## src/rtl/memwrite_trace_streamer_pkg.sv

```systemverilog
// Shared types and constants for the store trace streamer.
// Record headers, FSM states and the buffered store record.
package memwrite_trace_streamer_pkg;

  localparam logic [7:0] HDR_STORE = 8'hA5;
  localparam logic [7:0] HDR_END   = 8'h5A;
  localparam int         REC_BYTES = 9;
  localparam logic [3:0] LAST_IDX  = 4'(REC_BYTES - 1);

  typedef enum logic [1:0] {
    RUN,
    SEND,
    END_SEND,
    DONE
  } trace_state_t;

  typedef struct packed {
    logic [31:0] addr;
    logic [31:0] data;
  } store_rec_t;

endpackage

```

## src/rtl/memwrite_trace_streamer_if.sv

```systemverilog
// Byte stream valid/ready interface.
// Master drives data/valid, slave drives ready.
interface memwrite_trace_streamer_if;

  logic [7:0] tx_data;
  logic       tx_valid;
  logic       tx_ready;

  modport master (
    output tx_data,
    output tx_valid,
    input  tx_ready
  );

  modport slave (
    input  tx_data,
    input  tx_valid,
    output tx_ready
  );

endinterface

```

## src/rtl/memwrite_trace_streamer_sync_fifo.sv

```systemverilog
// Synchronous first-word-fall-through FIFO.
// Push while full and pop while empty are ignored.
module memwrite_trace_streamer_sync_fifo #(
  parameter int W     = 64,
  parameter int DEPTH = 8
) (
  input  logic         clk_i,
  input  logic         rst_ni,
  input  logic         push_i,
  input  logic         pop_i,
  input  logic [W-1:0] din_i,
  output logic [W-1:0] dout_o,
  output logic         full_o,
  output logic         empty_o
);

  localparam int AW = $clog2(DEPTH);

  logic [W-1:0] mem_q [DEPTH];
  logic [AW:0]  wr_q;
  logic [AW:0]  rd_q;
  logic         wr_en;
  logic         rd_en;

  assign full_o  = (wr_q[AW] != rd_q[AW]) &&
                   (wr_q[AW-1:0] == rd_q[AW-1:0]);
  assign empty_o = (wr_q == rd_q);
  assign wr_en   = push_i && !full_o;
  assign rd_en   = pop_i && !empty_o;
  assign dout_o  = mem_q[rd_q[AW-1:0]];

  // Pointer update; wrap bit distinguishes full from empty.
  always_ff @(posedge clk_i) begin
    if (!rst_ni) begin
      wr_q <= '0;
      rd_q <= '0;
    end else begin
      if (wr_en) wr_q <= wr_q + (AW+1)'(1);
      if (rd_en) rd_q <= rd_q + (AW+1)'(1);
    end
  end

  // Storage array, written only on accepted pushes.
  always_ff @(posedge clk_i) begin
    if (wr_en) mem_q[wr_q[AW-1:0]] <= din_i;
  end

endmodule

```

## src/rtl/memwrite_trace_streamer.sv

```systemverilog
// Snoops core stores and serialises them as 9-byte records.
// Emits one END record with final pc and store count.
module memwrite_trace_streamer
  import memwrite_trace_streamer_pkg::*;
#(
  parameter int FIFO_DEPTH = 8,
  parameter int CNT_W      = 32
) (
  input  logic        clk,
  input  logic        reset,
  input  logic        memwrite,
  input  logic [31:0] aluout,
  input  logic [31:0] writedata,
  input  logic [31:0] pc,
  input  logic [31:0] pc_finished,
  memwrite_trace_streamer_if.master tx,
  output logic        overflow,
  output logic        done
);

  trace_state_t     state_q;
  store_rec_t       head;
  logic [63:0]      shreg_q;
  logic [3:0]       idx_q;
  logic [7:0]       data_q;
  logic             valid_q;
  logic             done_q;
  logic             ovf_q, ovf_d;
  logic [CNT_W-1:0] cnt_q, cnt_d;
  logic             fin;
  logic             cap;
  logic             accept;
  logic             pop;
  logic             full;
  logic             empty;

  assign fin    = (pc == pc_finished);
  assign cap    = memwrite && !fin &&
                  (state_q == RUN || state_q == SEND);
  assign accept = cap && !full;
  assign pop    = (state_q == RUN) && !empty;

  memwrite_trace_streamer_sync_fifo #(
    .W     ($bits(store_rec_t)),
    .DEPTH (FIFO_DEPTH)
  ) u_fifo (
    .clk_i   (clk),
    .rst_ni  (reset),
    .push_i  (cap),
    .pop_i   (pop),
    .din_i   ({aluout, writedata}),
    .dout_o  (head),
    .full_o  (full),
    .empty_o (empty)
  );

  // Store count saturates; a full FIFO drops and flags.
  always_comb begin
    cnt_d = cnt_q;
    ovf_d = ovf_q;
    if (cap && full) ovf_d = 1'b1;
    if (accept && cnt_q != '1) cnt_d = cnt_q + CNT_W'(1);
  end

  // Counter and sticky overflow registers.
  always_ff @(posedge clk) begin
    if (!reset) begin
      cnt_q <= '0;
      ovf_q <= 1'b0;
    end else begin
      cnt_q <= cnt_d;
      ovf_q <= ovf_d;
    end
  end

  // Record sequencer: header first, then payload MSB first.
  always_ff @(posedge clk) begin
    if (!reset) begin
      state_q <= RUN;
      shreg_q <= '0;
      idx_q   <= '0;
      data_q  <= '0;
      valid_q <= 1'b0;
      done_q  <= 1'b0;
    end else begin
      unique case (state_q)
        RUN: begin
          if (!empty) begin
            shreg_q <= head;
            idx_q   <= '0;
            data_q  <= HDR_STORE;
            valid_q <= 1'b1;
            state_q <= SEND;
          end else if (fin) begin
            shreg_q <= {pc, 32'(cnt_q)};
            idx_q   <= '0;
            data_q  <= HDR_END;
            valid_q <= 1'b1;
            state_q <= END_SEND;
          end
        end
        SEND, END_SEND: begin
          if (tx.tx_ready) begin
            if (idx_q == LAST_IDX) begin
              valid_q <= 1'b0;
              idx_q   <= '0;
              if (state_q == END_SEND) begin
                state_q <= DONE;
                done_q  <= 1'b1;
              end else begin
                state_q <= RUN;
              end
            end else begin
              data_q  <= shreg_q[63:56];
              shreg_q <= {shreg_q[55:0], 8'h00};
              idx_q   <= idx_q + 4'd1;
            end
          end
        end
        DONE: done_q <= 1'b1;
        default: state_q <= RUN;
      endcase
    end
  end

  assign tx.tx_data  = data_q;
  assign tx.tx_valid = valid_q;
  assign overflow    = ovf_q;
  assign done        = done_q;

endmodule

```

## src/flat_wrapper.sv

```systemverilog
// flat-port wrapper written by rule: the top's interface ports become plain ports
module memwrite_trace_streamer_flat import memwrite_trace_streamer_pkg::*;
#(
  parameter int FIFO_DEPTH = 8,
  parameter int CNT_W      = 32
)
  (clk, reset, memwrite, aluout, writedata, pc, pc_finished, overflow, done, tx_tx_data, tx_tx_valid, tx_tx_ready);
  memwrite_trace_streamer_if tx_i ();
  input  logic clk;
  input  logic reset;
  input  logic memwrite;
  input  logic [31:0] aluout;
  input  logic [31:0] writedata;
  input  logic [31:0] pc;
  input  logic [31:0] pc_finished;
  output logic overflow;
  output logic done;
  output wire logic [$bits(tx_i.tx_data)-1:0] tx_tx_data;
  output wire logic [$bits(tx_i.tx_valid)-1:0] tx_tx_valid;
  input wire logic [$bits(tx_i.tx_ready)-1:0] tx_tx_ready;
  assign tx_tx_data = tx_i.tx_data;
  assign tx_tx_valid = tx_i.tx_valid;
  assign tx_i.tx_ready = tx_tx_ready;
  memwrite_trace_streamer #(.FIFO_DEPTH(FIFO_DEPTH), .CNT_W(CNT_W)) u_core (.clk(clk), .reset(reset), .memwrite(memwrite), .aluout(aluout), .writedata(writedata), .pc(pc), .pc_finished(pc_finished), .tx(tx_i), .overflow(overflow), .done(done));
endmodule
```

## config.mk

```make
export PLATFORM = sky130hd
export DESIGN_NAME = memwrite_trace_streamer_flat
export DESIGN_NICKNAME = d
export VERILOG_FILES = /design/src/rtl/memwrite_trace_streamer_pkg.sv /design/src/rtl/memwrite_trace_streamer_if.sv /design/src/rtl/memwrite_trace_streamer_sync_fifo.sv /design/src/rtl/memwrite_trace_streamer.sv /design/src/flat_wrapper.sv
export SDC_FILE = /design/constraint.sdc
export NUM_CORES = 1
export LEC_CHECK = 0
export CORE_MARGIN = 3
export CORE_UTILIZATION = 40
export DETAILED_ROUTE_END_ITERATION = 6
export SKIP_CTS_REPAIR_TIMING = 1
export SYNTH_ARGS = -nofsm -noshare
export SYNTH_HDL_FRONTEND = slang
export SYNTH_SLANG_ARGS = --single-unit
```

## constraint.sdc

```tcl
create_clock -name clk -period 15 [get_ports clk]
set_input_delay 3 -clock clk [delete_from_list [all_inputs] [get_ports clk]]
set_output_delay 3 -clock clk [all_outputs]
set_load 0.1 [all_outputs]
```

==> results.cfg <==
[synth]
yosysSeqAreaShare_pct = 68.4
yosys-top-cells-area = edfxtp_1, mux4_2, dfxtp_1
synth-main-ff-cell = edfxtp_1
synth.top_cell.area_share_pct = 58.9
synthArstFlopShare_pct = 0
synth-edff-count = 512
ys_seq_elements = 636
syn-instance-count = 1609
syn-cell-area_sq_um = 26100
syn_nets = 1751
synth_common_cells = edfxtp_1, mux4_2, dfxtp_1
yosysMostFrequentCell = edfxtp_1
yosys_warnings = 0
syn_avg_cell_area_sq_um = 16.2
yosysUniqueCellTypes = 61
yosys.area.top_type = edfxtp_1

[timing]
setup_slack_ps = 9210
rsz0062_at_grt = false
fin_worst_skew_ps = 18.0
fin_setup_tns_ps = 0
drv_slew = 0
fmax_mhz = 173
setup_viol = 0
max_slew.worst_pin.slew_ps = 1100
relSlewSlack_pct = 26.7
min_period_ps = 5790
hold_violations = 0
finalCritPeriodShare_pct = 38.6

[clock_tree]
cts_buffers = 61
htree_levels = 2
cts_num_sinks = 636
clk_path_buf_depth = 3
cts_tree = built
cts.clk_slew.worst_paths_ps = 60
clkLatencyLatePin_ps = 620
root_buffer = clkbuf_16

[grt]
grt_pass1_vias = 15300
overflow = 0
grt_max_degree = 90
grt_pass1_wl_mm = 96.5
antenna_found_initial = 3
grt_util_all_layers_pct = 18.8

[final_layout]
multi_input_area_sq_um = 7730
fillers = 5441
drive_gt1_share_pct = 15.7
area_delta_synth_final_pct = 16.5
nets = 1876
seq_area_sq_um = 17900

[critical_path]
arrival_ps = 6030
ff2ff_setup_slack_ps = 11590
path_class = input pin to flip-flop
cpMostUsedCell = buf_4
path_cells = clkdlybuf4s50_1, xor2_1, nor4_1, and4_1, a21boi_1, buf_4, nand2_1, nor3b_2, buf_4
path_delay_family = buffers and inverters
r2r_end = u_core.shreg_q[17]
cp_max_fo = 37
max_stage_delay_ps = 640
cp-end-kind = flip-flop
critPathBufInv = 3
r2r_cells = 7
start_kind = input pin
critical-path-slowest-cell = xor2_1
worstPathRequired_ps = 15240

[worst_hold_path]
whs_endpoint = u_core.tx.tx_data[5]
hp-start = u_core.tx.tx_data[5]
min_path_type = flip-flop to flip-flop
holdPathStages = 2

[place]
place_congestion = 0.796
place_ws_ps = 8590
io_buffers = 142
dp_hpwl_mm = 38.7

[routing]
drt_iter0_drc = 1201
final_antenna_net_count = 0
avgRoutedWirePerCell_um = 24.3
viasPerCell = 5.71
firstDrtPassIters = 6
dr_total_vias = 15000
drcViolationCount = 0
routed_wl_mm = 64.1

[pwr]
total_power_mw = 5.30
vdd_drop_max_uv = 158
p_leak_nw = 9.39
p_per_area_nw_per_um2 = 175

[floorplanning]
row_count = 92
fp.dieH_um = 261
die-area_sq_um = 68300
ios = 143
start_util_pct = 40.9
core_sq_um = 63800
die_w_um = 261

[run_status]
status = complete, no violations

[job]
timing.max_cap.violations = 0
[worst register-to-register path: stages (launching register included)]
cell      delay [ps]
dfxtp_4          870
buf_4            890
mux4_2           700
mux2i_1          230
nand2_1          170
o211ai_1         190
a31oi_1          110
o21a_1           150
[report_power, final]
part / leakage [nW] / total [mW] / internal (mW) / switching (mW)
clock network: 0.981 / 1.55 / 0.900 / 0.646
registers: 5.65 / 2.20 / 2.08 / 0.114
logic: 2.75 / 1.56 / 0.564 / 0.998
total: 9.39 / 5.30 / 3.55 / 1.76
[flip-flops by register name (all words and copies together) (netlist names), named ones only]
register,count
u_core.cnt_q,32
u_core.tx.tx_data,8
u_core.u_fifo.wr_q,4
u_core.overflow,1
u_core.u_fifo.rd_q,4
u_core.state_q,2
u_core.tx.tx_valid,1
u_core.shreg_q,64
u_core.u_fifo.mem_q,512
u_core.done,1
u_core.idx_q,4
[worst max-delay path by stage]
stage | startpoint | endpoint | slack [ps] | depth (start not counted)
finish | pc[6] | u_core.u_fifo.mem_q[5][18] | 9210 | 9
global route | pc[3] | u_core.u_fifo.mem_q[2][19] | 9050 | 7
CTS | pc[20] | u_core.u_fifo.mem_q[2][36] | 9240 | 7
detailed placement | pc[20] | u_core.u_fifo.mem_q[2][19] | 8590 | 7
global placement | pc[6] | u_core.u_fifo.mem_q[5][17] | 8680 | 9
floorplan | pc[4] | u_core.u_fifo.mem_q[4][0] | 3960 | 7
[cells in the final DEF, fill, tap and decap left out, types with 7 or more instances in the layout]
| master | n |
|---|---|
| o211ai_1 | 66 |
| nand4_1 | 15 |
| dfxtp_1 | 121 |
| nand2_1 | 107 |
| nor2_1 | 12 |
| ha_1 | 10 |
| clkbuf_1 | 19 |
| clkinv_2 | 12 |
| nand3_1 | 22 |
| inv_1 | 15 |
| edfxtp_1 | 512 |
| o31ai_1 | 10 |
| xor2_1 | 35 |
| a31oi_1 | 57 |
| mux2i_1 | 73 |
| buf_4 | 30 |
| clkbuf_16 | 63 |
| o21ai_0 | 87 |
| bufinv_16 | 7 |
| nand2b_1 | 7 |
| or3_1 | 20 |
| clkinv_1 | 8 |
| o21a_1 | 54 |
| mux4_2 | 128 |
| a21oi_1 | 44 |
| and4_1 | 9 |
| clkdlybuf4s50_1 | 142 |
| nor4_1 | 10 |
[cell families (layout without fill, tap and decap cells)]
kind of cell | Yosys count | in the layout | synth area share, %
AO/OA/AOI/OAI | 350 | 350 | 8.72
buffers and inverters | 127 | 305 | 2.17
other | 0 | 2 | 0
flip-flops | 636 | 636 | 68.4
adder cells (fa/ha/maj) | 10 | 10 | 0.480
multiplexers | 202 | 202 | 13.9
AND/OR/NAND/NOR | 244 | 244 | 4.94
XOR/XNOR | 40 | 40 | 1.34
[stage by stage]
step | cells | utilization (%) | instance area (sq um) | hold slack [ps]
finish | 2635 | 47.6 | 30400 | 455
global route | 2633 | 47.6 | 30400 | 470
CTS | 2633 | 47.6 | 30400 | 454
detailed placement | 2517 | 44.5 | 28400 | 446
global placement | 2517 | 44.5 | 28400 | 441
floorplan | 1609 | - | 26100 | 435
[layer usage]
layer / up-vias / global-route usage, % / share of wire (%) / routed length, um
li1: 6688 / - / - / -
met1: 7839 / 26.2 / 43 / 27700
met2: 423 / 31.2 / 49 / 31700
met3: 85 / 3.30 / 5.6 / 3570
met4: 2 / 3.94 / 1.8 / 1130
met5: - / 0 / 0.020 / 13
[final cells by class]
class / instances / share of cell area (%)
flip-flops and latches: 636 / 58.8
inverters: 17 / 0.210
well taps: 846 / 3.48
clock buffers: 84 / 5.51
clock inverters: 32 / 1.11
diodes: 2 / 0.0165
repair buffers: 172 / 5.42
multi-input cells: 846 / 25.4
No activity file was read; power rests on OpenSTA's default activity.
